## src/rtl/fetch_ctrl.sv

```systemverilog
// Instruction fetch sequencer: drives code-memory addresses, captures 1-cycle-latency read data
// into a {pc,inst} FIFO for decode, squashes on redirect and flags out-of-range fetches.
module fetch_ctrl #(
  parameter logic [31:0] RESET_PC  = 32'h0,
  parameter int          DEPTH     = 2,
  parameter int          MEM_BYTES = 1024
) (
  input  logic        clk,
  input  logic        reset,
  output logic [31:0] mem_addr,
  input  logic [31:0] mem_inst,
  output logic [31:0] inst_out,
  output logic [31:0] pc_out,
  output logic        inst_valid,
  input  logic        inst_ready,
  input  logic        redirect,
  input  logic [31:0] redirect_pc,
  output logic        fetch_fault
);

  localparam int          PW        = (DEPTH > 1) ? $clog2(DEPTH) : 1;
  localparam int          CW        = $clog2(DEPTH + 1);
  localparam logic [31:0] MEM_LIMIT = 32'(MEM_BYTES);

  typedef struct packed {
    logic [31:0] pc;
    logic [31:0] inst;
  } entry_t;

  logic [31:0]   fetch_pc;
  logic [31:0]   inflight_pc;
  logic          inflight;
  logic          fault;
  entry_t        fifo_q [DEPTH];
  entry_t        head;
  logic [PW-1:0] rd_ptr;
  logic [PW-1:0] wr_ptr;
  logic [CW-1:0] count;
  logic [CW:0]   credit_used;
  logic          pop;
  logic          push;
  logic          issue;
  logic          in_range;

  assign in_range = (fetch_pc < MEM_LIMIT);
  assign pop      = inst_valid & inst_ready & ~redirect;
  assign push     = inflight & ~redirect;

  // Slots already spoken for: buffered entries plus the word still coming back from memory.
  // A pop only happens with count >= 1, so this never underflows.
  assign credit_used = {1'b0, count} + (CW+1)'(inflight) - (CW+1)'(pop);
  assign issue       = ~redirect & ~fault & in_range & (credit_used < (CW+1)'(DEPTH));

  always_ff @(posedge clk) begin
    if (reset) begin
      fetch_pc    <= RESET_PC;
      inflight    <= 1'b0;
      inflight_pc <= '0;
      rd_ptr      <= '0;
      wr_ptr      <= '0;
      count       <= '0;
      fault       <= 1'b0;
    end else if (redirect) begin
      fetch_pc <= redirect_pc & ~32'h3;
      inflight <= 1'b0;
      rd_ptr   <= '0;
      wr_ptr   <= '0;
      count    <= '0;
      fault    <= 1'b0;
    end else begin
      inflight <= issue;
      if (issue) begin
        inflight_pc <= fetch_pc;
        fetch_pc    <= fetch_pc + 32'd4;
      end
      if (~fault & ~in_range) begin
        fault <= 1'b1;
      end
      if (push) begin
        wr_ptr <= wr_ptr + PW'(1);
      end
      if (pop) begin
        rd_ptr <= rd_ptr + PW'(1);
      end
      case ({push, pop})
        2'b10:   count <= count + CW'(1);
        2'b01:   count <= count - CW'(1);
        default: count <= count;
      endcase
    end
  end

  // Payload storage carries no reset; outputs are masked while the FIFO is empty.
  always_ff @(posedge clk) begin
    if (push && !reset) begin
      fifo_q[wr_ptr] <= '{pc: inflight_pc, inst: mem_inst};
    end
  end

  assign head        = fifo_q[rd_ptr];
  assign inst_valid  = (count != '0);
  assign inst_out    = inst_valid ? head.inst : '0;
  assign pc_out      = inst_valid ? head.pc   : '0;
  assign mem_addr    = fetch_pc;
  assign fetch_fault = fault;

  a_no_overflow: assert property (@(posedge clk) disable iff (reset)
    !(push && !pop && (count == CW'(DEPTH))));
  a_no_underflow: assert property (@(posedge clk) disable iff (reset)
    !(pop && (count == '0)));

endmodule

```

## config.mk

```make
export PLATFORM = sky130hd
export DESIGN_NAME = fetch_ctrl
export DESIGN_NICKNAME = d
export VERILOG_FILES = /design/src/rtl/fetch_ctrl.sv
export SDC_FILE = /design/constraint.sdc
export NUM_CORES = 1
export LEC_CHECK = 0
export CAP_MARGIN = 20
export CORE_MARGIN = 2
export CORE_UTILIZATION = 25
export DETAILED_ROUTE_END_ITERATION = 16
export HOLD_SLACK_MARGIN = 0.05
export PLACE_DENSITY = 0.53
export SETUP_SLACK_MARGIN = 0.5
export SKIP_LAST_GASP = 1
export SYNTH_ARGS = -nofsm -noshare
export SYNTH_HDL_FRONTEND = slang
export SYNTH_SLANG_ARGS = --single-unit
```

## constraint.sdc

```tcl
create_clock -name clk -period 10.4 [get_ports clk]
set_input_delay 2.08 -clock clk [delete_from_list [all_inputs] [get_ports clk]]
set_output_delay 2.08 -clock clk [all_outputs]
set_load 0.02 [all_outputs]
```

## Word level (Yosys, flattened, before mapping)

Memory sizes are Yosys's and may differ from the RTL's. A register that Yosys moved wholly into a read port is not among the register bits.
Index checks and enable logic that the tools add are counted.

| word-level totals | value |
|---|---|
| memory bits (read-only) | 0 |
| register bits after elaboration | 70 |
| word-level logic and storage cells | 46 |
| input bits | 68 |
| memories | 1 |
| bits in latches | 0 |
| RAM bits | 128 |
| output and inout port bits | 98 |

Memory list:

| name | depth | width | rd ports | clocked after Yosys merged registers in | write ports | RTL line | RTL |
|---|---|---|---|---|---|---|---|
| fifo_q | 2 | 64 | 1 | 1 | 1 | 34 | `entry_t fifo_q [DEPTH];` |

| cells by class | value |
|---|---|
| $add $sub $neg | 7 |
| muxes and demuxes | 9 |
| multiply operators | 0 |
| equal/unequal tests | 2 |
| div/mod/pow operators | 0 |
| reductions and logical operators | 7 |
| bitwise gates (word level) | 10 |
| shift operators | 0 |
| order comparisons | 2 |

Operators with widths:

| operator | number |
|---|---|
| 32-bit 2-to-1 mux | 4 |
| 32-bit by 3-bit adder with 32-bit output, second input constant | 1 |
| 32-bit by 11-bit less-than comparator with 1-bit output, second input constant | 1 |
| 1-bit bitwise AND | 7 |
| 2-bit nonzero test | 3 |
| 1-bit 2-to-1 mux | 4 |
| 2-bit one-hot mux with 2 select lines | 1 |
| 2-bit by 1-bit adder with 3-bit output | 1 |
| 3-bit by 2-bit less-than comparator with 1-bit output, second input constant | 1 |
| 1-bit inverter | 3 |
| 3-bit by 1-bit subtractor with 3-bit output | 1 |
| 1-bit adder, second input constant | 2 |
| 2-bit by 1-bit adder with 2-bit output, second input constant | 1 |
| 2-bit by 1-bit equality test with 1-bit output, second input constant | 1 |
| 2-bit equality test, second input constant | 1 |
| 2-bit AND reduction | 1 |
| 2-bit OR reduction | 1 |
| 2-bit by 1-bit subtractor with 2-bit output, second input constant | 1 |
| 1-bit logical AND | 1 |
| 1-bit logical NOT | 1 |

## Logic depth before layout (Yosys ltp)

| logic depth | value |
|---|---|
| depth after elaboration | 8 |
| gate-level depth with buffers | 13 |
| gate-level depth less buffers | 12 |

## Least setup slack after synthesis

OpenSTA, ideal clock, no wires.

| timing | value |
|---|---|
| path kind | input -> register |
| start point | input port redirect |
| end point | memory fifo_q[1][0] in the netlist's numbering (enable) |
| data arrival time | 8.472 ns |
| cell stages on the path | 3 |
| required time | 9.762 ns |
| slack | 1.290 ns |
| library setup time | 0.638 ns |
| cells stage by stage | buf_2 -> clkbuf_1 -> nor4bb_1 |

| between the ends | value |
|---|---|
| word-level cells in the longest chain between the ends | 5 |

RTL lines:

| what | RTL line | RTL |
|---|---|---|
| from (decl) | 16 | `input logic redirect,` |
| 1-bit inverter (no line) | - |  |
| 1-bit bitwise AND | 47 | `assign push = inflight & ~redirect;` |
| 1-bit logical AND | 95 | `if (push && !reset) begin` |
| 1-bit 2-to-1 mux | 95 |  |
| 1-bit 2-to-1 mux (not written as such) | 96 | `fifo_q[wr_ptr] <= '{pc: inflight_pc, inst: mem_inst};` |
| to (decl) | 34 |  |

Every way passes these cells.

==> impl_results.md <==
* Area leader, netlist: edfxtp_1
* Outcome: complete, no violations
* Mapped Cells at 525
* CP Cell Sequence: buf_4 > mux2i_1 > nor2_1 > clkdlybuf4s50_1
* FMAX at 0.207 GHz
* Fill cells at 2,882
* Antenna Cells at 0
* Via count of the first global-routing pass at 4,341
* Data arrival time of the critical path at 2.76 ns
* Die H at 174 um
* Depth of the most critical reg-to-reg path at 14
* Commonest cells after routing, fill and taps aside: clkdlybuf4s50_1 (158), edfxtp_1 (124), nor2_1 (95), mux2i_1 (85), dfxtp_1 (66)
* Nets at 757
* Max-cap check violation count at 0
* Leakage Power at 3.36 nW
* Hold Path Class: reg2reg
* Die Width at 174 um
* Initial DRC count at 199
* Cell Count Post-Placement at 1,050
* Tcrit/Tclk final at 0.466
* Final wirelength at 15,300 um
* DP HPWL at 9570 um
* Post-Syn Area at 7220 um2
* Crit-path max cell delay at 0.70 ns
* Main flop type after synthesis: edfxtp_1
* Via/cell ratio at 4.07
* CTS Hold Bufs at 0
* Worst path slowest cell: dfxtp_4
* Boundary Pins at 166
* # resized after CTS at 0
* Fin Setup TNS at 0 ns
* Reg clk slew, reported paths at 0.07 ns
* VDD IR max at 0.0000748 V
* Worst Max-Slew Pin Slew at 0.640 ns
* Hold depth at 0
* Number of flops mapped to enable cells by yosys at 124
* GPL Wtd Cong at 0.710
* Asr flop ratio synth at 0
* Final Hold Vio Count at 0
* Element type at the critical path end: output port
* Site Rows at 62
* Worst Skew at 0.0150 ns
* TritonCTS Buffers at 17
* Area grow syn2layout at 36.6%
* Core area at 28,500 um2
* CTS H-tree lvls at 4
* Sequential fraction of the synthesis area at 0.702
* Yosys top cell area share at 0.516
* Rel. slew slack at 0.573
* Starting Density at 0.253
* Crit path kind: reg2out
* Seq cells post-synth at 191
* Startpoint Class: register
* GRT Util Overall at 0.103
* RSZ-0062 raised after global routing: false
* DR vias at 4,408
* Final setup viols at 0
* Initial antenna violation count at 0
* Largest net degree at the start of global routing at 47
* CP Data Required Time at 8.32 ns
* Global-route wire length before repair at 24,100 um
* Post-Layout Cell Count at 1,082
* Distinct cells, synth at 43
* Max Slew Vio Count at 0
* Grt total ovfl at 0
* Clk root buf: clkbuf_16
* CTS tree: built
* Commonest non-fill, non-tap cell in the layout: clkdlybuf4s50_1
* CTS max path bufs at 2
* Clock sinks at 191
* Synth area leaders: edfxtp_1 (52%), dfxtp_1 (19%), mux2i_1 (12%)
* PortBufs at 159
* Final min period at 4.84 ns
* Avg Inst Size Synth at 13.7 um2
* Clk_lat worst skew at 0.42 ns
* Cell area power density at 157 nW/um2
* Worst Path Max Fanout at 33
* Die area at 30,200 um2
* Post-DR wirelength/cell at 14.2 um
* Hold WS at 0.445 ns
* Layout cells sized above 1 at 0.0745
* Antenna viol nets, final at 0
* PnR worst setup slack at 5.56 ns
* Total design power at 0.00155 W
* 1st-pass router iterations at 5
* Number of buffers added for setup after CTS at 0
* DP Worst Slack at 5.35 ns
* DRC Markers at 0
* Synthesis Warnings at 0
through the flow:
step	util	cell area, um2
floorplan	-	7230
global placement	0.324	9260
detailed placement	0.324	9260
CTS	0.345	9860
global route	0.345	9860
finish	0.345	9860
routing by layer:
layer / part of all wire / GRT usage
met4: 0.0096 / 0.0301
met3: 0.081 / 0.0444
met2: 0.44 / 0.159
met1: 0.47 / 0.130
met5: 0 / 0
cell usage after synthesis, types with 5 or more instances:
cell type  count
dfxtp_1       67
a21oi_1       17
clkbuf_1      19
nor4_1         5
inv_1          8
edfxtp_1     124
nand2_1       22
nor2_1        96
mux2i_1       85
buf_1          5
and2_1        22
xor2_1         6
worst paths after layout:
path	end	slack, ns	startpoint
max reg2reg	inflight_pc[29]$_SDFFE_PP0P_	6.94	count[1]$_SDFFE_PP0P_
min	fifo_q[1][57]$_DFFE_PP_	0.45	inflight_pc[25]$_SDFFE_PP0P_
min reg2reg	fifo_q[1][57]$_DFFE_PP_	0.45	inflight_pc[25]$_SDFFE_PP0P_
max	pc_out[8]	5.56	register
area by class of cell:
cell class	count	area, um2	share of cell area
Clock buffer	23	504	0.0511
Clock inverter	9	95.1	0.00964
Inverter	8	30.0	0.00305
Multi-Input combinational cell	298	2020	0.205
Sequential cell	191	5070	0.514
Tap cell	384	480	0.0487
Timing Repair Buffer	169	1660	0.169
critical path, delay by kind of cell, from the launching register on:
family	cells	cell delay [ns]
buffers and inverters	2	1.31
flip-flops	1	0.70
multiplexers	1	0.17
AND/OR/NAND/NOR	1	0.11
cells by family (layout without fill, tap and decap cells):
family	count (synthesis)	after routing	share of synthesized area
adders and majority gates	4	4	0.00797
other	1	4	0.000520
xor gates and xnor gates	9	9	0.0109
and+or+nand+nor	168	168	0.112
buffers and inverters	39	209	0.0237
AOI/OAI and AO/OA	28	28	0.0255
DFF	191	191	0.702
muxes	85	85	0.118
flip-flops by register name (all words and copies together), names as in the netlist, named ones only:
signal,count
count,2
fetch_fault,1
mem_addr,30
inflight,1
rd_ptr,1
inflight_pc,30
fifo_q,124
wr_ptr,1
power by group:
part           leakage (nW)  total [W]  internal, W  switching [W]
registers              1.79   0.000818     0.000809     0.00000869
clock network         0.298   0.000655     0.000373       0.000282
logic                  1.28  0.0000796    0.0000448      0.0000348
Power figures use the tool's default switching activity.
